<file path="src/rtl/dimm_sdram_ctrl_if.sv">
// Host-side request/response bus of the SDRAM command sequencer.
// The host drives the master side; the controller drives the slave side.
interface dimm_sdram_ctrl_if;
    logic        req_valid;
    logic        req_ready;
    logic        req_we;
    logic [20:0] req_addr;
    logic [63:0] req_wdata;
    logic [7:0]  req_wmask;
    logic        rd_valid;
    logic [63:0] rd_data;

    modport master (
        output req_valid, req_we, req_addr, req_wdata, req_wmask,
        input  req_ready, rd_valid, rd_data
    );

    modport slave (
        input  req_valid, req_we, req_addr, req_wdata, req_wmask,
        output req_ready, rd_valid, rd_data
    );
endinterface

</file>
<file path="src/rtl/dimm_sdram_ctrl.sv">
// SDRAM command sequencer for the 64-bit dimm: power-up init, periodic
// auto-refresh and single-word ACTIVE / READ|WRITE / PRECHARGE accesses.
module dimm_sdram_ctrl #(
    parameter int         INIT_CYCLES  = 100,
    parameter int         T_RCD        = 2,
    parameter int         T_RP         = 2,
    parameter int         T_RC         = 6,
    parameter int         T_WR         = 2,
    parameter int         CAS_LAT      = 2,
    parameter int         REF_INTERVAL = 780,
    parameter logic [10:0] MODE_REG    = 11'h020
) (
    input  logic                 clk_i,
    input  logic                 rst_n_i,
    dimm_sdram_ctrl_if.slave     host,
    output logic                 init_done_o,
    output logic                 csx_o,
    output logic                 rasx_o,
    output logic                 casx_o,
    output logic                 wex_o,
    output logic                 cke_o,
    output logic                 ba_o,
    output logic [10:0]          addr_o,
    output logic [7:0]           dqm_o,
    output logic [63:0]          dq_out_o,
    output logic                 dq_oe_o,
    input  logic [63:0]          dq_in_i
);
    localparam logic [3:0] CMD_NOP   = 4'b0111;
    localparam logic [3:0] CMD_ACT   = 4'b0011;
    localparam logic [3:0] CMD_READ  = 4'b0101;
    localparam logic [3:0] CMD_WRITE = 4'b0100;
    localparam logic [3:0] CMD_PRE   = 4'b0010;
    localparam logic [3:0] CMD_REF   = 4'b0001;
    localparam logic [3:0] CMD_MRS   = 4'b0000;
    localparam logic [3:0] CMD_DESEL = 4'b1111;

    localparam int CNT_W = 16;
    localparam int REF_W = $clog2(REF_INTERVAL);

    // The next ACTIVE lands one cycle after req_ready returns, so the
    // precharge wait is stretched whenever that would violate T_RC.
    localparam int RD_GAP = T_RCD + CAS_LAT;
    localparam int WR_GAP = T_RCD + T_WR;
    localparam int PRE_RD = (T_RC - 1 - RD_GAP > T_RP) ? T_RC - 1 - RD_GAP : T_RP;
    localparam int PRE_WR = (T_RC - 1 - WR_GAP > T_RP) ? T_RC - 1 - WR_GAP : T_RP;

    typedef enum logic [3:0] {
        S_INIT_WAIT, S_INIT_PRE, S_INIT_REF1, S_INIT_REF2, S_INIT_MRS,
        S_IDLE, S_REFRESH, S_ACTIVATE, S_RW, S_CAS_WAIT, S_PRECHARGE
    } state_e;

    state_e             state_q;
    logic [CNT_W-1:0]   cnt_q;
    logic [REF_W-1:0]   ref_cnt_q;
    logic               ref_pend_q;
    logic [3:0]         cmd_q;
    logic               cke_q, ba_q, dq_oe_q, ready_q, rd_valid_q, init_done_q;
    logic [10:0]        addr_q;
    logic [7:0]         dqm_q, wmask_q;
    logic [63:0]        dq_out_q, rd_data_q, wdata_q;
    logic               we_q;
    logic [8:0]         col_q;
    logic [CAS_LAT:0]   rd_pipe_q;

    logic wait_done, ref_set;
    assign wait_done = (cnt_q == '0);
    assign ref_set   = init_done_q && (ref_cnt_q == '0);

    always_ff @(posedge clk_i) begin
        if (!rst_n_i) begin
            state_q     <= S_INIT_WAIT;
            cnt_q       <= CNT_W'(INIT_CYCLES);
            ref_cnt_q   <= REF_W'(REF_INTERVAL - 1);
            ref_pend_q  <= 1'b0;
            cmd_q       <= CMD_DESEL;
            cke_q       <= 1'b0;
            ba_q        <= 1'b0;
            addr_q      <= '0;
            dqm_q       <= '1;
            dq_oe_q     <= 1'b0;
            dq_out_q    <= '0;
            ready_q     <= 1'b0;
            rd_valid_q  <= 1'b0;
            rd_data_q   <= '0;
            init_done_q <= 1'b0;
            rd_pipe_q   <= '0;
            we_q        <= 1'b0;
            col_q       <= '0;
            wdata_q     <= '0;
            wmask_q     <= '0;
        end else begin
            cke_q      <= 1'b1;
            cmd_q      <= CMD_NOP;
            dq_oe_q    <= 1'b0;
            dqm_q      <= (|rd_pipe_q[CAS_LAT-1:0]) ? 8'h00 : 8'hFF;
            // rd_pipe_q[k] marks the k-th cycle after READ; data is taken at CAS_LAT
            rd_pipe_q  <= {rd_pipe_q[CAS_LAT-1:0], 1'b0};
            rd_valid_q <= rd_pipe_q[CAS_LAT];
            if (rd_pipe_q[CAS_LAT]) rd_data_q <= dq_in_i;
            if (!wait_done) cnt_q <= cnt_q - 1'b1;

            if (init_done_q) ref_cnt_q <= ref_set ? REF_W'(REF_INTERVAL - 1) : ref_cnt_q - 1'b1;
            ref_pend_q <= ref_pend_q | ref_set;

            case (state_q)
                S_INIT_WAIT: if (wait_done) begin
                    cmd_q   <= CMD_PRE;
                    addr_q  <= 11'h400;
                    cnt_q   <= CNT_W'(T_RP - 1);
                    state_q <= S_INIT_PRE;
                end
                S_INIT_PRE: if (wait_done) begin
                    cmd_q   <= CMD_REF;
                    cnt_q   <= CNT_W'(T_RC - 1);
                    state_q <= S_INIT_REF1;
                end
                S_INIT_REF1: if (wait_done) begin
                    cmd_q   <= CMD_REF;
                    cnt_q   <= CNT_W'(T_RC - 1);
                    state_q <= S_INIT_REF2;
                end
                S_INIT_REF2: if (wait_done) begin
                    cmd_q   <= CMD_MRS;
                    addr_q  <= MODE_REG;
                    ba_q    <= 1'b0;
                    cnt_q   <= CNT_W'(1);
                    state_q <= S_INIT_MRS;
                end
                S_INIT_MRS: if (wait_done) begin
                    init_done_q <= 1'b1;
                    ready_q     <= 1'b1;
                    state_q     <= S_IDLE;
                end
                S_IDLE: begin
                    if (ref_pend_q) begin
                        cmd_q   <= CMD_REF;
                        cnt_q   <= CNT_W'(T_RC - 1);
                        ready_q <= 1'b0;
                        state_q <= S_REFRESH;
                    end else if (host.req_valid && ready_q) begin
                        we_q    <= host.req_we;
                        col_q   <= host.req_addr[8:0];
                        wdata_q <= host.req_wdata;
                        wmask_q <= host.req_wmask;
                        cmd_q   <= CMD_ACT;
                        ba_q    <= host.req_addr[20];
                        addr_q  <= host.req_addr[19:9];
                        cnt_q   <= CNT_W'(T_RCD - 1);
                        ready_q <= 1'b0;
                        state_q <= S_ACTIVATE;
                    end else begin
                        ready_q <= !ref_set;
                    end
                end
                S_REFRESH: if (wait_done) begin
                    ref_pend_q <= ref_set;
                    ready_q    <= !ref_set;
                    state_q    <= S_IDLE;
                end
                S_ACTIVATE: if (wait_done) begin
                    addr_q <= {2'b00, col_q};
                    if (we_q) begin
                        cmd_q    <= CMD_WRITE;
                        dq_out_q <= wdata_q;
                        dq_oe_q  <= 1'b1;
                        dqm_q    <= ~wmask_q;
                        cnt_q    <= CNT_W'(T_WR - 1);
                        state_q  <= S_RW;
                    end else begin
                        cmd_q        <= CMD_READ;
                        dqm_q        <= 8'h00;
                        rd_pipe_q[0] <= 1'b1;
                        cnt_q        <= CNT_W'(CAS_LAT - 1);
                        state_q      <= S_CAS_WAIT;
                    end
                end
                S_RW: if (wait_done) begin
                    cmd_q   <= CMD_PRE;
                    addr_q  <= '0;
                    cnt_q   <= CNT_W'(PRE_WR - 1);
                    state_q <= S_PRECHARGE;
                end
                S_CAS_WAIT: if (wait_done) begin
                    cmd_q   <= CMD_PRE;
                    addr_q  <= '0;
                    cnt_q   <= CNT_W'(PRE_RD - 1);
                    state_q <= S_PRECHARGE;
                end
                S_PRECHARGE: if (wait_done) begin
                    ready_q <= !(ref_pend_q | ref_set);
                    state_q <= S_IDLE;
                end
                default: state_q <= S_INIT_WAIT;
            endcase
        end
    end

    assign {csx_o, rasx_o, casx_o, wex_o} = cmd_q;
    assign cke_o          = cke_q;
    assign ba_o           = ba_q;
    assign addr_o         = addr_q;
    assign dqm_o          = dqm_q;
    assign dq_out_o       = dq_out_q;
    assign dq_oe_o        = dq_oe_q;
    assign init_done_o    = init_done_q;
    assign host.req_ready = ready_q;
    assign host.rd_valid  = rd_valid_q;
    assign host.rd_data   = rd_data_q;
endmodule

</file>
<file path="src/flat_wrapper.sv">
// flat-port wrapper written by rule: the top's interface ports become plain ports
module dimm_sdram_ctrl_flat 
#(
    parameter int         INIT_CYCLES  = 100,
    parameter int         T_RCD        = 2,
    parameter int         T_RP         = 2,
    parameter int         T_RC         = 6,
    parameter int         T_WR         = 2,
    parameter int         CAS_LAT      = 2,
    parameter int         REF_INTERVAL = 780,
    parameter logic [10:0] MODE_REG    = 11'h020
)
  (clk_i, rst_n_i, init_done_o, csx_o, rasx_o, casx_o, wex_o, cke_o, ba_o, addr_o, dqm_o, dq_out_o, dq_oe_o, dq_in_i, host_req_valid, host_req_we, host_req_addr, host_req_wdata, host_req_wmask, host_req_ready, host_rd_valid, host_rd_data);
  dimm_sdram_ctrl_if host_i ();
  input  logic clk_i;
  input  logic rst_n_i;
  output logic init_done_o;
  output logic csx_o;
  output logic rasx_o;
  output logic casx_o;
  output logic wex_o;
  output logic cke_o;
  output logic ba_o;
  output logic [10:0] addr_o;
  output logic [7:0] dqm_o;
  output logic [63:0] dq_out_o;
  output logic dq_oe_o;
  input  logic [63:0] dq_in_i;
  input wire logic [$bits(host_i.req_valid)-1:0] host_req_valid;
  input wire logic [$bits(host_i.req_we)-1:0] host_req_we;
  input wire logic [$bits(host_i.req_addr)-1:0] host_req_addr;
  input wire logic [$bits(host_i.req_wdata)-1:0] host_req_wdata;
  input wire logic [$bits(host_i.req_wmask)-1:0] host_req_wmask;
  output wire logic [$bits(host_i.req_ready)-1:0] host_req_ready;
  output wire logic [$bits(host_i.rd_valid)-1:0] host_rd_valid;
  output wire logic [$bits(host_i.rd_data)-1:0] host_rd_data;
  assign host_i.req_valid = host_req_valid;
  assign host_i.req_we = host_req_we;
  assign host_i.req_addr = host_req_addr;
  assign host_i.req_wdata = host_req_wdata;
  assign host_i.req_wmask = host_req_wmask;
  assign host_req_ready = host_i.req_ready;
  assign host_rd_valid = host_i.rd_valid;
  assign host_rd_data = host_i.rd_data;
  dimm_sdram_ctrl #(.INIT_CYCLES(INIT_CYCLES), .T_RCD(T_RCD), .T_RP(T_RP), .T_RC(T_RC), .T_WR(T_WR), .CAS_LAT(CAS_LAT), .REF_INTERVAL(REF_INTERVAL), .MODE_REG(MODE_REG)) u_core (.clk_i(clk_i), .rst_n_i(rst_n_i), .host(host_i), .init_done_o(init_done_o), .csx_o(csx_o), .rasx_o(rasx_o), .casx_o(casx_o), .wex_o(wex_o), .cke_o(cke_o), .ba_o(ba_o), .addr_o(addr_o), .dqm_o(dqm_o), .dq_out_o(dq_out_o), .dq_oe_o(dq_oe_o), .dq_in_i(dq_in_i));
endmodule
</file>
<file path="config.mk">
export PLATFORM = sky130hd
export DESIGN_NAME = dimm_sdram_ctrl_flat
export DESIGN_NICKNAME = d
export VERILOG_FILES = /design/src/rtl/dimm_sdram_ctrl_if.sv /design/src/rtl/dimm_sdram_ctrl.sv /design/src/flat_wrapper.sv
export SDC_FILE = /design/constraint.sdc
export NUM_CORES = 1
export LEC_CHECK = 0
export ABC_AREA = 1
export BUFFER_PORTS_ARGS = -buffer_cell sky130_fd_sc_hd__buf_2
export CORE_ASPECT_RATIO = 0.6
export CORE_MARGIN = 4
export CORE_UTILIZATION = 30
export CTS_CLUSTER_DIAMETER = 30
export DETAILED_ROUTE_END_ITERATION = 6
export GPL_TIMING_DRIVEN = 0
export RECOVER_POWER = 25
export SETUP_SLACK_MARGIN = 0.05
export SYNTH_ARGS = -nofsm -noshare
export SYNTH_HDL_FRONTEND = slang
export SYNTH_SLANG_ARGS = --single-unit
</file>
<file path="constraint.sdc">
create_clock -name clk_i -period 2.2 [get_ports clk_i]
set_input_delay 0.44 -clock clk_i [delete_from_list [all_inputs] [get_ports clk_i]]
set_output_delay 0.44 -clock clk_i [all_outputs]
set_load 0.01 [all_outputs]
</file>
Word-level counts from Yosys, hierarchy flattened
Cells that the tools add are included.
W data, S select, Z words.
Storage, ports and cells
  logic and storage cells: 125
  input port bits: 161
  bits in registers: 273
  output and inout port bits: 157
Operators by class
  equal/unequal tests: 23
  mux-type cells: 52
  bitwise gates (word level): 3
  add/sub/neg operators: 2
  reduce and logical (&&, ||, !) cells: 24
Operators by type and width (count)
  $mux W16: 5
  $mux W11: 6
  $pmux W11 S5: 1
  $pmux W16 S3: 1
  $mux W4: 11
  $mux W8: 4
  $pmux W4 S8: 1
  $ne A2 B1 Y1 const B: 11
  $pmux W4 S5: 1
  $eq A4 B3 Y1 const B: 4
  $logic_not A16 Y1: 1
  $sub A16 B1 Y16 const B: 1
  $mux W1: 15
  $eq A4 B4 Y1 const B: 3
  $mux W3: 4
  $logic_not A10 Y1: 1
  $mux W10: 1
  $sub A10 B1 Y10 const B: 1
  $reduce_and A3 Y1: 3
  $eq A4 B2 Y1 const B: 2
  $not A8 Y8: 1
  $reduce_and A4 Y1: 2
  $reduce_and A8 Y1: 1
  $reduce_and A7 Y1: 1
  17 further kinds: 22

Depth between registers and ports, before layout
  depth in word-level cells: 6
  mapped depth: 12
  mapped depth without buffers: 12

Least setup slack after synthesis
No wires, ideal clock.
  kind: flip-flop to flip-flop
  start: register u_core.cnt_q[0]
  end: register u_core.cnt_q[0]
  slack: 0.436 ns
  buffers on the path: 1
  period minus slack after synthesis: 1.764 ns
  arrival time: 1.647 ns
  cell stages (with the launch flop): 12
  library setup time: 0.117 ns
  data required time: 2.083 ns
  path through: dfxtp_1 > inv_1 > ha_1 > nand3_1 > nor2_1 > nand2_1 > buf_4 > ha_1 > nor2_1 > a21oi_1 > nor3b_1 > nor2_1
On the way
  longest elaborated chain between the ends: 5
  elaborated cells between the ends (all ways): 8
  classes of those cells: add/sub (1); mux (6); reduce/logical (1)
RTL lines
  from (decl): line dimm_sdram_ctrl.sv:54  | logic [CNT_W-1:0] cnt_q;
  from (signal assigned): line dimm_sdram_ctrl.sv:73  | cnt_q <= CNT_W'(INIT_CYCLES);
  from (signal assigned): line dimm_sdram_ctrl.sv:101  | if (!wait_done) cnt_q <= cnt_q - 1'b1;
  from (signal assigned): line dimm_sdram_ctrl.sv:110  | cnt_q <= CNT_W'(T_RP - 1);
  $sub A16 B1 Y16 / $logic_not A16 Y1 (equally long branches): line dimm_sdram_ctrl.sv:101, dimm_sdram_ctrl.sv:67
  $mux W16: line dimm_sdram_ctrl.sv:101
  $mux W16: line dimm_sdram_ctrl.sv:141  | end else if (host.req_valid && ready_q) begin
  $mux W16: line dimm_sdram_ctrl.sv:136  | if (ref_pend_q) begin
  $pmux W16 S3 (*): line dimm_sdram_ctrl.sv:106  | case (state_q)
Every way passes the cells marked *; elsewhere a longest branch is shown, timed or not.
A chain may end at the register's enable or synchronous reset.

==> reports/metrics.cfg <==
[placement]
dp_hpwl_um=27600
dpl_cell_area_um2=12600
io_buffers=317
dp.cells=2155
dpl_worst_slack_ps=-350
globalplace.congestion=0.932

[floorplan]
dieWidth_um=249
dieArea_um2=38000
coreArea_um2=34000
chipHeight_um=153
num_rows=52
io_pins=318
initial_core_util=0.307

[setup_path]
reg2reg_slack_ps=210
r2r_cells=10
r2r-start=u_core.cnt_q[2]
critPathBufInv=3
crit_slowest_cell=clkbuf_1
critPathCaptureType=flop
start_kind=input port
path_class=in2reg
cp.required_ps=2610
cp_top_family=buffers and inverters
r2r_end=u_core.dq_out_o[22]
cp.arrival_ps=2400
crit_path_cell_trace=buf_2, clkbuf_1, clkinv_1, o21ai_1, nand2_1
cp_slowest_stage_delay_ps=600
critPathMaxFanout=10

[routing]
drt.antenna.violating_nets=0
post_drt_wl_per_cell_um=16.3
firstDrtPassIters=5
initialDrtViolationCount=642
route.detailed.drc=0
routed_wl_um=36500
vias_per_cell=4.67
vias=10500

[yosys]
syn-num-nets=1544
ys_warn_count=0
syn_avg_cell_area_um2=7.58
syn-cell-area_um2=10400
synth-seq-area-share=0.523
yosysUniqueCellTypes=32
ys_seq_elements=273
synthCells=1379

[clock_tree]
clk_latency_ps=560
cts_tree=yes
clk_path_buf_depth=3
post_cts_buffers=0
cts.sinks=273
clkSlewWorstSetupHoldPaths_ps=60
cts_root_buf=clkbuf_16
htreeDepth=2
cts_buffers=46

[global_routing]
grt_usage=0.184
grt-ovfl-total=0
grt_pass1_wl_um=56800
use_met2=0.287
globalRouteMet3Util=0.0563
grt_pass1_vias=10100
grt_busiest_layer=met2
antenna_found_initial=3
use_met1=0.254
grt_max_degree=14

[power]
p_leak_nw=6.31
totalPowerFinal_mw=14.3
ir_drop_mv=0.637
p_per_area_nw_per_um2=1020

[sta]
finalSetupTns_ps=0
layout_min_cycle_time_ps=1990
hold_violations=0
hold_slack_ps=66.8
worst_pin_slew_ps=966
worst_slack_ps=210
fin_crit_sh=0.904
fin_skew_ps=28.5
rsz0062_at_grt=false
setup_viol=0
timing.slew.headroom=0.356
final_max_slew_viol_count=0
fmax_mhz=503

[cells_and_area]
drive_gt1_frac=0.197
fin_area_um2=14100
postLayoutCoreUtil=0.414
area_delta_synth_final_pct=34.7
nets=1909
stdcell_count=2240

[min_path]
whs_path_depth=1
min_from=rst_n_i
holdPathEnd=u_core.cke_o
hp-class=in2reg

[job]
drv_cap=0

[run_status]
status=finished, final reports clean

per-layer routing:
layer | vias up | wire length, µm
met5 | - | 7
met4 | 2 | 527
met3 | 45 | 2970
met2 | 366 | 15900
met1 | 4869 | 17100
li1 | 5177 | -
cells in the mapped netlist:
cell	n	area, µm²
a211oi_1	2	15.0
o21ai_4	1	16.3
ha_1	4	50.1
buf_1	6	22.5
o211ai_1	2	15.0
buf_6	12	135
xnor2_1	3	26.3
nand2_1	142	533
o31ai_1	8	60.1
clkbuf_1	41	154
nor2_2	3	18.8
a21oi_1	92	460
o21ai_0	196	981
nand3_2	2	20.0
xor2_1	7	61.3
nand2_2	2	12.5
o21bai_1	1	7.51
inv_2	3	11.3
nand4_1	21	131
nand3_1	28	140
clkinv_1	1	3.75
dfxtp_1	273	5470
nor2_1	363	1360
o21ai_1	23	115
nor2_4	3	33.8
inv_1	103	387
nand3b_1	4	30.0
nor3b_1	1	7.51
nor3_1	5	25.0
buf_2	21	105
or2_2	4	25.0
buf_4	2	15.0
power by group:
part           internal (mW)  switching (mW)
Clock                   4.62            2.62
Sequential              5.10           0.142
Combinational          0.618            1.21
Total                   10.3            3.97
registers in the layout, indices dropped and copies added (netlist names), 3 cells and up:
signal,flops
u_core.dq_out_o,64
u_core.ref_cnt_q,10
u_core.host.rd_data,64
u_core.col_q,9
u_core.wmask_q,8
u_core.rd_pipe_q,3
u_core.state_q,4
u_core.addr_o,11
u_core.cmd_q,4
u_core.wdata_q,64
u_core.dqm_o,8
u_core.cnt_q,16
placed cells by master (no fill, tap or decap), types with 5 or more instances in the layout:
| cell type | Yosys | routed |
|---|---|---|
| dfxtp_1 | 273 | 272 |
| buf_2 | 21 | 233 |
| clkbuf_1 | 41 | 151 |
| inv_1 | 103 | 102 |
| nand3_1 | 28 | 27 |
| nand4_1 | 21 | 21 |
| o21ai_1 | 23 | 23 |
| buf_6 | 12 | 13 |
| xor2_1 | 7 | 7 |
| nor2_1 | 363 | 362 |
| o31ai_1 | 8 | 8 |
| a21oi_1 | 92 | 92 |
| o21ai_0 | 196 | 196 |
| clkinvlp_4 | 0 | 5 |
| clkbuf_8 | 0 | 8 |
| nor3_1 | 5 | 5 |
| clkbuf_16 | 0 | 46 |
| nand2_1 | 142 | 141 |
how the worst max path moves through the flow:
stage | startpoint | to | slack, ps | cells after the start
after floorplan | u_core.cnt_q[0] | u_core.cnt_q[0] | 440 | 11
after global placement | rst_n_i | u_core.dqm_o[4] | -330 | 5
after detailed placement | rst_n_i | u_core.dqm_o[0] | -350 | 5
after CTS | u_core.cnt_q[0] | u_core.dq_out_o[11] | 130 | 10
after global routing | u_core.state_q[1] | u_core.cnt_q[8] | 50 | 10
final | rst_n_i | u_core.dqm_o[0] | 210 | 5
cell type report:
type / count / area, µm²
diodes: 2 / 5.00
well taps: 459 / 574
inverters: 107 / 402
repair buffers: 317 / 1460
plain buffers: 82 / 438
clock inverters: 24 / 295
multi-input cells: 917 / 4160
clock buffers: 59 / 1280
fillers: 3561 / 20000
flip-flops and latches: 273 / 5470
worst reg2reg max path: cells and delay by family, from the launching register on:
kind | cells | cell delay (ps)
flip-flops | 1 | 380
buffers and inverters | 3 | 500
AND/OR/NAND/NOR | 5 | 710
AO/OA/AOI/OAI | 2 | 260
cell families (layout without fill, tap and decap cells):
kind of cell               after synthesis  after routing  synth area share
xor gates and xnor gates                10             10           0.00838
other                                    0              2                 0
AOI/OAI and AO/OA                      325            325             0.160
and+or+nand+nor                        578            578             0.224
buffers and inverters                  189            589            0.0798
adders and majority gates                4              4           0.00479
DFF                                    273            273             0.523
repair_timing:
action                                  in CTS  in global routing
endpoints found under the setup margin       0                 40
gates resized for setup                      0                  9
hold buffers                                 0                  0
Power figures use the tool's default switching activity.
